[config.mk]
export PLATFORM = sky130hd
export DESIGN_NAME = key_input_conditioner
export DESIGN_NICKNAME = d
export VERILOG_FILES = /design/src/rtl/key_input_conditioner.sv
export SDC_FILE = /design/constraint.sdc
export NUM_CORES = 1
export LEC_CHECK = 0
export ABC_AREA = 0
export CAP_MARGIN = 20
export CELL_PAD_IN_SITES_DETAIL_PLACEMENT = 0
export CELL_PAD_IN_SITES_GLOBAL_PLACEMENT = 1
export CORE_ASPECT_RATIO = 2
export CORE_UTILIZATION = 43
export DETAILED_ROUTE_END_ITERATION = 10
export GPL_TIMING_DRIVEN = 1
export HOLD_SLACK_MARGIN = 0.1
export PLACE_DENSITY_LB_ADDON = 0.1
export SLEW_MARGIN = 5
export SYNTH_ARGS = -nofsm -noshare
export SYNTH_HDL_FRONTEND = slang
export SYNTH_SLANG_ARGS = --single-unit
[constraint.sdc]
create_clock -name clk -period 2 [get_ports clk]
set_input_delay 0.6 -clock clk [delete_from_list [all_inputs] [get_ports clk]]
set_output_delay 0.6 -clock clk [all_outputs]
set_load 0.05 [all_outputs]
[src/rtl/key_input_conditioner.sv]
// key_input_conditioner: per-key two-flop synchroniser, debouncer and press/release strobes.
// Optional build macro AUTOREPEAT_EN adds held-key auto-repeat on key_press.
module key_input_conditioner #(
    parameter int NUM_KEYS        = 4,
    parameter int CNT_W           = 16,
    parameter int DEBOUNCE_CYCLES = 50000,
    parameter int REPEAT_DELAY    = 12500000,
    parameter int REPEAT_RATE     = 2500000
) (
    input  logic                clk,
    input  logic                reset,
    input  logic [NUM_KEYS-1:0] keys_in,
    output logic [NUM_KEYS-1:0] keys_db,
    output logic [NUM_KEYS-1:0] key_press,
    output logic [NUM_KEYS-1:0] key_release
);

    localparam logic [CNT_W-1:0] DB_LAST = CNT_W'(DEBOUNCE_CYCLES - 1);

    // Parameter sets that would wrap the debounce counter or reload repeat negatively.
    if (DEBOUNCE_CYCLES < 1 || longint'(DEBOUNCE_CYCLES) > ((longint'(1) << CNT_W) - 1) ||
        REPEAT_RATE < 1 || REPEAT_RATE > REPEAT_DELAY) begin : g_bad_cfg
        $error("key_input_conditioner: invalid parameter set");
    end

    logic [NUM_KEYS-1:0] sync_a;
    logic [NUM_KEYS-1:0] sync_b;
    logic [NUM_KEYS-1:0] accept;
    logic [NUM_KEYS-1:0] repeat_hit;

    always_ff @(posedge clk or negedge reset) begin
        if (!reset) begin
            sync_a <= '0;
            sync_b <= '0;
        end else begin
            sync_a <= keys_in;
            sync_b <= sync_a;
        end
    end

    for (genvar k = 0; k < NUM_KEYS; k++) begin : g_key
        logic [CNT_W-1:0] cnt;
        logic             differ;

        assign differ    = sync_b[k] ^ keys_db[k];
        assign accept[k] = differ && (cnt == DB_LAST);

        // Any cycle where the synchronised level agrees with the accepted level restarts the count.
        always_ff @(posedge clk or negedge reset) begin
            if (!reset) begin
                cnt <= '0;
            end else if (!differ || accept[k]) begin
                cnt <= '0;
            end else begin
                cnt <= cnt + CNT_W'(1);
            end
        end
    end

`ifdef AUTOREPEAT_EN
    localparam int RCNT_W = (REPEAT_DELAY > 1) ? $clog2(REPEAT_DELAY) : 1;
    localparam logic [RCNT_W-1:0] R_LAST   = RCNT_W'(REPEAT_DELAY - 1);
    localparam logic [RCNT_W-1:0] R_RELOAD = RCNT_W'(REPEAT_DELAY - REPEAT_RATE);

    for (genvar k = 0; k < NUM_KEYS; k++) begin : g_rep
        logic [RCNT_W-1:0] rcnt;

        // accept while keys_db is high is a release; it wins over a coincident repeat.
        assign repeat_hit[k] = keys_db[k] && !accept[k] && (rcnt == R_LAST);

        always_ff @(posedge clk or negedge reset) begin
            if (!reset) begin
                rcnt <= '0;
            end else if (!keys_db[k] || accept[k]) begin
                rcnt <= '0;
            end else if (rcnt == R_LAST) begin
                rcnt <= R_RELOAD;
            end else begin
                rcnt <= rcnt + RCNT_W'(1);
            end
        end
    end
`else
    assign repeat_hit = '0;
`endif

    always_ff @(posedge clk or negedge reset) begin
        if (!reset) begin
            keys_db     <= '0;
            key_press   <= '0;
            key_release <= '0;
        end else begin
            keys_db     <= keys_db ^ accept;
            key_press   <= (accept & sync_b) | repeat_hit;
            key_release <= accept & ~sync_b;
        end
    end

endmodule

==> impl_metrics.csv, run 1 <==
group,metric,value,unit
outcome,outcome,"completed",
synthesis,synthesis.area,3770,sq um
clock_network,clk_latency,0.33,ns
synthesis,synthCells,353,
synthesis,yosysSeqAreaShare,55.7,%
clock_network,cts.sinks,84,
hold_path,hp-class,"input pin to asynchronous set/reset pin",
floorplanning,core_region_area,8590,sq um
power_and_ir_drop,pwr-share-clk,43.6,%
layout,diodes,0,
floorplanning,die_y,134,microns
floorplanning,rows,48,
critical_path,worstPathCellList,"or4b_1 -> or4_4 -> mux2_4",
sta,max_slew.worst_pin.slew,0.446,ns
run,maxCapViolCount,0,
drt,wl_per_cell,14.3,microns
grt,grt_antenna_before_repair,0,
synthesis,synthTopCellsByArea,"dfrtp_1 (56%), xnor2_1 (11%), nor2_1 (7.1%), nand3_1 (2.8%), nand4_1 (2.7%)",
power_and_ir_drop,intPower,0.00260,W
sta,rsz0062_at_grt,"no",
drt,first_pass_iters,4,
synthesis,synthesis.nets,363,
synthesis,synth-warning-count,0,
synthesis,async_reset_ff_share,100,%
synthesis,synth_cell_types,31,
drt,drt-total-wl,7140,microns
synthesis,syn_avg_cell_area,10.7,sq um
synthesis,yosys.area.top_type,"dfrtp_1",
power_and_ir_drop,switchingPower,0.000714,W
place,io_buffers,17,
power_and_ir_drop,seqPwrFrac,53.0,%
critical_path,worstPathMaxFanout,5,
critical_path,arrival,2.16,ns
sta,fin_crit,1.94,ns
drt,drc,0,
layout,syn_to_final_growth,17.5,%
synthesis,synth_most_common_cell,"dfrtp_1",
place,routabilityCongestion,0.758,
power_and_ir_drop,cellPowerDensity,748,nW/um^2
grt,grt_start_max_net_pins,51,
critical_path,slowest_stage,"or4_4",
power_and_ir_drop,p_comb_share,3.5,%
place,dp_hpwl,5010,microns
power_and_ir_drop,p_sw_share,21.5,%
clock_network,postCtsSetupBuffers,0,
sta,hold_viol,0,
clock_network,ctsResizeCount,0,
sta,relSlewSlack,70.0,%
layout,fill_cells,826,
synthesis,synth_edf_count,0,
floorplanning,dieArea,9170,sq um
place,pre_cts_slack,0.0549,ns
sta,clock_skew,0.00726,ns
critical_path,cp-start-kind,"flop",
synthesis,synth_top_area_share,55.7,%
synthesis,ys_ff_latch,84,
sta,slew_viol_final,0,
sta,setup_slack,0.0571,ns
sta,setup_viol,0,
critical_path,crit_path_end_kind,"flop",
sta,fin_tns_setup,0,ns
drt,viasPerCell,5.32,
clock_network,numCtsBuffers,9,
sta,fmax,515,MHz
clock_network,cts_max_path_buffers,2,
floorplanning,io-pin-count,18,
drt,drt-initial-drc-count,126,
sta,fin_crit_sh,97.1,%
clock_network,clock-root-buffer,"clkbuf_16",
critical_path,critPathMaxStageDelay,0.60,ns
layout,nets,407,
critical_path,critPathKind,"flop to flop",
grt,grt_pass1_wl,12100,microns
grt,grt_remaining_overflow,0,
clock_network,htree_levels,3,
layout,drive_gt1_share,14.0,%
synthesis,ys_dominant_reg_cell,"dfrtp_1",
grt,grt_pass1_vias,2736,
power_and_ir_drop,power.leakage,1.83,nW
clock_network,tritoncts,"yes",
grt,grt_usage,17.9,%
clock_network,hold_buffers,0,
synthesis,ys_top_cells_by_count,"dfrtp_1 (84), nor2_1 (71), xnor2_1 (49)",
critical_path,cp.required,2.21,ns
floorplanning,die_w,68.2,microns
power_and_ir_drop,worst_ir_drop_vdd,0.493,mV
drt,vias,2665,
clock_network,clkTransAtPathRegs,0.06,ns
floorplanning,start_util,43.9,%
drt,final_antenna_net_count,0,
## final timing paths
path                                           start                   endpoint  depth (start not counted)  slack (ns)
hold reg to reg                  sync_a[3]$_DFF_PN0_        sync_b[3]$_DFF_PN0_                          0        0.35
min in group clk                 sync_a[3]$_DFF_PN0_        sync_b[3]$_DFF_PN0_                          0        0.35
hold / removal                                 reset  g_key[2].cnt[9]$_DFF_PN0_                          2        0.23
max in group asynchronous                      reset  g_key[1].cnt[5]$_DFF_PN0_                          2        1.50
setup reg to reg           g_key[1].cnt[5]$_DFF_PN0_                       flop                          3        0.06
setup / recovery           g_key[1].cnt[5]$_DFF_PN0_                       flop                          3        0.06
## layout by cell type, fill, tap and decap left out, types with 3 or more instances in the layout
cell | netlist | layout
dfrtp_1 | 84 | 84
nor2_1 | 71 | 71
xnor2_1 | 49 | 49
buf_4 | 0 | 31
nand3_1 | 21 | 21
nand4_1 | 16 | 16
nor3_1 | 16 | 16
nor4_1 | 14 | 14
inv_1 | 14 | 14
nand2_1 | 13 | 13
xor2_1 | 9 | 9
clkbuf_16 | 0 | 9
nor3b_1 | 8 | 8
or4b_1 | 4 | 4
ha_1 | 4 | 4
clkdlybuf4s50_1 | 0 | 4
and3_1 | 3 | 3
clkinv_2 | 0 | 3
clkbuf_1 | 1 | 3
## registers in the layout, summed over array words and instances, names as in the netlist, named ones only
signal / flops
key_press: 4
sync_a: 4
key_release: 4
sync_b: 4
g_key.cnt: 64
## through the flow
stage	utilization [%]	std cells	power, W	area [sq um]	hold WS [ns]
after floorplan	-	353	0.00183	3770	0.304
after global placement	48.6	486	0.00190	4180	0.334
after detailed placement	48.6	486	0.00191	4180	0.336
after CTS	51.6	501	0.00336	4430	0.230
after global routing	51.6	501	0.00343	4430	0.239
final	51.6	501	0.00331	4430	0.225
## metal layers
layer	part of all wire, %	global-route usage [%]	routed length [microns]
met5	0	0	0
met4	2.7	9.14	191
met3	2.2	3.83	159
met2	53	30.3	3780
met1	42	20.2	3010
## power groups by stage
stage	registers, W	clock network (W)	logic, W
after floorplan	0.00178	0	0.0000529
after global placement	0.00178	0	0.000119
after detailed placement	0.00178	0	0.000121
after CTS	0.00175	0.00149	0.000121
after global routing	0.00176	0.00154	0.000132
final	0.00175	0.00144	0.000116
## worst max-delay path, delay by kind of cell (launching register included)
family,cells,cell delay [ns]
flops,1,0.37
simple gates,2,1.13
mux,1,0.32
## area by class of cell
cell class / instances / area [sq um] / area share [%]
clock inverters: 3 / 15.0 / 0.339
inverters: 14 / 52.6 / 1.19
repair buffers: 37 / 313 / 7.06
clock buffers: 12 / 236 / 5.34
well taps: 100 / 125 / 2.82
multi-input cells: 251 / 1590 / 35.8
flip-flops and latches: 84 / 2100 / 47.5
## cell families (layout without fill, tap and decap cells)
logic type | count (synthesis) | in the layout | share of synthesized area [%]
flops | 84 | 84 | 55.7
compound gates | 4 | 4 | 0.730
simple gates | 181 | 181 | 25.1
xor+xnor | 58 | 58 | 13.5
buf+inv | 18 | 66 | 2.22
fa+ha+maj | 4 | 4 | 1.33
mux | 4 | 4 | 1.39
No activity file was read; power rests on OpenSTA's default activity.
==> inputs of run 2 (changes only) <==
--- a/config.mk
+++ b/config.mk
@@ -11,6 +11,7 @@
 export CELL_PAD_IN_SITES_GLOBAL_PLACEMENT = 1
 export CORE_ASPECT_RATIO = 2
 export CORE_UTILIZATION = 43
+export CTS_CLUSTER_DIAMETER = 50
 export DETAILED_ROUTE_END_ITERATION = 10
 export GPL_TIMING_DRIVEN = 1
 export HOLD_SLACK_MARGIN = 0.1
==> results of run 2 <==
No change in the layout: final DEF, timing and power equal those of run 1.
